`src/rtl/alu_mul_seq.sv`:
```
// alu_mul_seq: multi-cycle unsigned 16x16 (low 16 bits) multiply sequencer.
// It borrows the core's single combinational ALU for ADD/LSL steps of a
// shift-add loop. When idle, it passes the core's ALU request through.
module alu_mul_seq (
    input  logic        clk,
    input  logic        rst_n,
    input  logic [15:0] core_a,
    input  logic [15:0] core_b,
    input  logic [3:0]  core_op,
    input  logic        mul_start,
    input  logic [15:0] mul_a,
    input  logic [15:0] mul_b,
    output logic [15:0] alu_a,
    output logic [15:0] alu_b,
    output logic [3:0]  alu_op,
    input  logic [15:0] alu_result,
    output logic        busy,
    output logic        done,
    output logic [15:0] product
);

    localparam logic [3:0] OP_ADD = 4'b0100;
    localparam logic [3:0] OP_LSL = 4'b0110;

    typedef enum logic [1:0] {
        S_IDLE,
        S_ADD,
        S_SHIFT,
        S_DONE
    } state_t;

    state_t      r_state;
    state_t      w_next;
    logic [15:0] r_acc;
    logic [15:0] r_mcand;
    logic [15:0] r_mplier;
    logic [15:0] r_product;
    logic [15:0] w_mplier_shr;

    assign w_mplier_shr = r_mplier >> 1;
    assign product      = r_product;

    // State register.
    always_ff @(posedge clk or negedge rst_n) begin
        if (!rst_n) begin
            r_state <= S_IDLE;
        end else begin
            r_state <= w_next;
        end
    end

    // Next-state logic plus ALU ownership mux and status outputs.
    always_comb begin
        w_next = r_state;
        alu_a  = core_a;
        alu_b  = core_b;
        alu_op = core_op;
        busy   = 1'b1;
        done   = 1'b0;
        case (r_state)
            S_IDLE: begin
                busy = 1'b0;
                if (mul_start) begin
                    w_next = (mul_b == '0) ? S_DONE : S_ADD;
                end
            end
            S_ADD: begin
                alu_a  = r_acc;
                alu_b  = r_mcand;
                alu_op = OP_ADD;
                w_next = S_SHIFT;
            end
            S_SHIFT: begin
                alu_a  = r_mcand;
                alu_b  = 16'd1;
                alu_op = OP_LSL;
                w_next = (w_mplier_shr == '0) ? S_DONE : S_ADD;
            end
            S_DONE: begin
                done   = 1'b1;
                w_next = S_IDLE;
            end
            default: begin
                w_next = S_IDLE;
            end
        endcase
    end

    // Datapath: operand capture, accumulate, shift, and product load on DONE entry.
    always_ff @(posedge clk or negedge rst_n) begin
        if (!rst_n) begin
            r_acc     <= '0;
            r_mcand   <= '0;
            r_mplier  <= '0;
            r_product <= '0;
        end else begin
            case (r_state)
                S_IDLE: begin
                    if (mul_start) begin
                        r_acc    <= '0;
                        r_mcand  <= mul_a;
                        r_mplier <= mul_b;
                        // Zero multiplier goes straight to DONE; the product is 0.
                        if (mul_b == '0) begin
                            r_product <= '0;
                        end
                    end
                end
                S_ADD: begin
                    if (r_mplier[0]) begin
                        r_acc <= alu_result;
                    end
                end
                S_SHIFT: begin
                    r_mcand  <= alu_result;
                    r_mplier <= w_mplier_shr;
                    // acc is not written in SHIFT, so it already holds the final sum.
                    if (w_mplier_shr == '0) begin
                        r_product <= r_acc;
                    end
                end
                default: begin
                end
            endcase
        end
    end

endmodule

```
`config.mk`:
```
export PLATFORM = sky130hd
export DESIGN_NAME = alu_mul_seq
export DESIGN_NICKNAME = d
export VERILOG_FILES = /design/src/rtl/alu_mul_seq.sv
export SDC_FILE = /design/constraint.sdc
export NUM_CORES = 1
export LEC_CHECK = 0
export ABC_AREA = 1
export CORE_MARGIN = 5
export CORE_UTILIZATION = 35
export CTS_BUF_LIST = sky130_fd_sc_hd__clkbuf_16
export DETAILED_ROUTE_END_ITERATION = 16
export DONT_BUFFER_PORTS = 1
export GPL_TIMING_DRIVEN = 0
export HOLD_SLACK_MARGIN = 0.1
export PLACE_DENSITY = 0.56
export SYNTH_ARGS = -nofsm -noshare
export SYNTH_HDL_FRONTEND = slang
export SYNTH_SLANG_ARGS = --single-unit
export TNS_END_PERCENT = 10
```
`constraint.sdc`:
```
create_clock -name clk -period 2 [get_ports clk]
set_clock_uncertainty 0.05 [all_clocks]
set_input_delay 0.2 -clock clk [delete_from_list [all_inputs] [get_ports clk]]
set_output_delay 0.2 -clock clk [all_outputs]
set_load 0.05 [all_outputs]
```
# After elaboration in Yosys (flattened, before gate mapping)

Cells that the tools add are included.
W data, S select, Z words.

Flip-flop bits (word level): 66
Logic and storage cells: 40

Reduce and logical (&&, ||, !) cells: 8
Equal/unequal tests: 7
Muxes and demuxes: 20

Operators by type and width:

| kind                 | number |
|---|---|
| $pmux W16 S2         | 6 |
| $mux W16             | 7 |
| $logic_not A16 Y1    | 2 |
| $ne A2 B2 Y1 const B | 4 |
| $pmux W2 S4          | 1 |
| $pmux W4 S2          | 1 |
| $mux W2              | 3 |
| $eq A2 B2 Y1 const B | 2 |
| $reduce_and A4 Y1    | 1 |
| $reduce_bool A2 Y1   | 2 |
| $reduce_and A3 Y1    | 1 |
| $eq A2 B1 Y1 const B | 1 |
| $logic_not A2 Y1     | 1 |
| $mux W1              | 2 |
| $reduce_and A2 Y1    | 1 |

# Longest topological paths before layout

Depth in word-level cells: 4
Mapped depth: 9

# Worst setup path after synthesis

Ideal clock, no wire load.

Kind: register to output
Start point: reg r_state[1]
End point: out alu_b[1]
Slack: -416 ps
Stages on the path, launching flop included: 6
Arrival time: 2166 ps
Path buffers: 1
Required time: 1750 ps
Cells stage by stage: dfrtp_1 -> inv_1 -> ha_1 -> nand2_1 -> clkbuf_1 -> o21ai_0

Cells in the longest elaborated chain, start to end: 2
Elaborated cells on any way between the ends: 3
Classes of those cells: 2 x eq/ne; 1 x mux

RTL lines:

| element                                      | RTL line | text |
|---|---|---|
| from (decl)                                  | 32       | `state_t r_state;` |
| from (signal assigned)                       | 48       | `r_state <= w_next;` |
| $eq A2 B2 Y1 or $eq A2 B1 Y1 (tied branches) | 60       | `case (r_state)` |
| $pmux W16 S2 (*)                             | 60       |  |
| to (decl)                                    | 14       | `output logic [15:0] alu_b,` |

Every way passes the cells marked *; elsewhere a longest branch is shown, timed or not.

# Worst setup path after layout

Start point: reg r_state[1]
End point: out alu_b[0]

The elaborated chain is that of the path after synthesis.

==> out/results.txt <==
Post-Syn Nets -> 586
PnR worst setup slack -> -0.466 ns
Vias -> 3912
CTS clk-pin slew, worst paths -> 0.06 ns
Failing checks -> setup timing
Area of the core -> 0.0103 mm^2
DRC -> 0
Max_cap viols -> 0
Vias in the first global route -> 3856
Die width -> 112 um
Arrival @ worst endpoint -> 2.22 ns
Synth Instances -> 495
CP Capture Type -> output port
Initial Utilization -> 35.6%
Clk root buf -> clkbuf_16
Mapped cell area -> 0.00365 mm^2
Min Tclk post-route -> 2.47 ns
Synth area leaders -> dfrtp_1 45%, nand2_1 16%, inv_1 6.1%, nor2_1 5.1%, o21ai_0 4.9%
Antenna violations before repair -> 0
ANT cells -> 0
CP Data Required Time -> 1.75 ns
Total grt overflow -> 0
Ys Warns -> 0
Iteration-0 DRC Markers -> 335
Hold Fails Final Rpt -> 0
Number of synthesized flops with an enable pin -> 0
Htree depth -> 3
Measured slew at the worst slew-check pin -> 1.14 ns
Fmax -> 0.406 GHz
Routed WL per cell -> 19.0 um
Post-synth top area share -> 45.2%
Slew HR -> 23.8%
CP Max Fanout -> 3
Largest family of logic cells by synthesized area -> simple AND/OR/NAND/NOR gates
Final WL -> 13.8 mm
# nets final -> 676
Synth cell types -> 25
Layout cells sized above 1 -> 21.2%
Detailed Place HPWL -> 9.27 mm
Mux contribution to synthesized area -> 0%
CTS max path bufs -> 2
Rows -> 37
CTS tree -> yes
Top-count cell post-synth -> nand2_1
Largest net degree at the start of global routing -> 67
Max-slew violation count -> 0
Dpl ws -> -0.795 ns
1st-pass router iterations -> 8
RSZ-0062 raised after global routing -> true
Gp weighted congestion -> 0.856
Synthesis-to-finish area growth -> 51.8%
Setup-failing EPs final -> 81
Remaining antenna violation count -> 0
Post-synth ARST share -> 100%
Die area -> 0.0126 mm^2
DR vias/cell -> 5.39
Synth Register Bits -> 66
Register area share after synthesis -> 45.2%
Compound-gate portion of the synthesized area -> 15.3%
Critical path class -> reg2out
Global-route wire length before repair -> 21.4 mm
Adder-cell area share of the yosys netlist -> 1.37%
Hold Crit Class -> in2async
Synth top cells by count -> 155 x nand2_1, 66 x dfrtp_1, 59 x inv_1, 50 x nor2_1, 36 x o21ai_0
Synthesized-area fraction occupied by and/or/nand/nor cells -> 27.6%
I/O Pins -> 141
Port Buffers -> 0
Outcome -> finished, violations left
Sink Count -> 66
Final Cycle Share -> 123%
Global-route total usage across every layer -> 21.4%
Synth area leader -> dfrtp_1
Fillers -> 930
Die height -> 112 um
Total CTS buffers -> 9
Synthesized area per cell -> 7.38 um^2
Worst skew pair latency -> 0.33 ns
Synth Flop Type -> dfrtp_1
Synth Area in XOR/XNOR -> 0%
Worst setup SP type -> flip-flop
layout make-up:
class / instances / area (um^2) / area share, %
Tap cell: 136 / 170 / 3.07
Timing Repair Buffer: 79 / 803 / 14.5
Sequential cell: 66 / 1650 / 29.8
Inverter: 61 / 235 / 4.24
Buffer: 32 / 267 / 4.80
Clock inverter: 7 / 27.5 / 0.496
Multi-Input combinational cell: 336 / 2170 / 39.1
Clock buffer: 9 / 225 / 4.06
sequential cells by signal, indices dropped and copies added, names as in the netlist:
register,count
r_state,2
r_mcand,16
r_mplier,16
product,16
r_acc,16
repair_timing:
action | 4_1_cts | 5_1_grt
buffers inserted | 9 | 18
resized for setup | 94 | 54
hold buffers | 51 | 0
cloned | 1 | 0
pin swaps | 5 | 6
hold endpoints to repair | 116 | 0
endpoints found under the setup margin | 99 | 93
per-stage QoR:
step | utilization [%] | TNS (ns) | hold WS, ns | cell area [um^2] | cells
finish | 54.0 | -11.74 | 0.365 | 5550 | 726
global route | 54.0 | -17.59 | 0.391 | 5550 | 726
CTS | 51.1 | -5.47 | 0.355 | 5250 | 708
detailed placement | 37.3 | -21.84 | -0.144 | 3830 | 631
global placement | 37.3 | -18.95 | -0.142 | 3830 | 631
floorplan | - | -4.41 | -0.146 | 3660 | 495
cells by family after synthesis:
| kind of cell | Yosys count |
|---|---|
| adders and majority gates | 4 |
| AOI/OAI and AO/OA | 87 |
| DFF | 66 |
| buffers and inverters | 93 |
| and+or+nand+nor | 245 |
final timing paths:
check	startpoint	endpoint	slack, ns	cells after the start
min in group clk	mul_b[4]	product[1]	0.37	7
min	rst_n	r_mcand[9]	0.37	2
max in group asynchronous	rst_n	r_acc[7]	1.26	2
max reg2reg	r_state[1]	r_mcand[1]	-0.15	11
min reg2reg	r_mplier[0]	r_mplier[0]	0.50	2
max	r_state[1]	alu_b[0]	-0.47	5
cells in the final DEF, fill, tap and decap left out, types with 2 or more instances in the layout:
cell type and instances:
a31oi_1 27, buf_12 2, buf_2 4, buf_4 30
buf_6 9, buf_8 2, clkbuf_1 5, clkbuf_16 12
clkbuf_4 3, clkinv_1 5, dfrtp_1 66, dlygate4sd3_1 50
ha_4 2, inv_1 57, inv_2 3, nand2_1 143
nand2_2 10, nand2_4 3, nand3_1 18, nand4_1 16
nor2_1 48, nor2_2 3, o211ai_1 4, o21ai_0 21
o21ai_4 15, o221ai_4 16
critical path: stages, from the launching register on:
cell       delay, ns
dfrtp_1         0.39
inv_2           0.08
ha_4            0.31
nand2_4         0.07
clkbuf_16       0.14
o211ai_1        0.88
per-layer routing:
| layer | vias to the layer above | track usage [%] | share of wire, % |
|---|---|---|---|
| met4 | 0 | 9.13 | 3.5 |
| met1 | 1844 | 26.9 | 40 |
| li1 | 1805 | - | - |
| met5 | - | 0 | 0 |
| met3 | 37 | 6.52 | 9.2 |
| met2 | 226 | 34.4 | 48 |
Power is not shown: default switching activity piles up to over one toggle a cycle in this logic, so the estimate is an artifact.
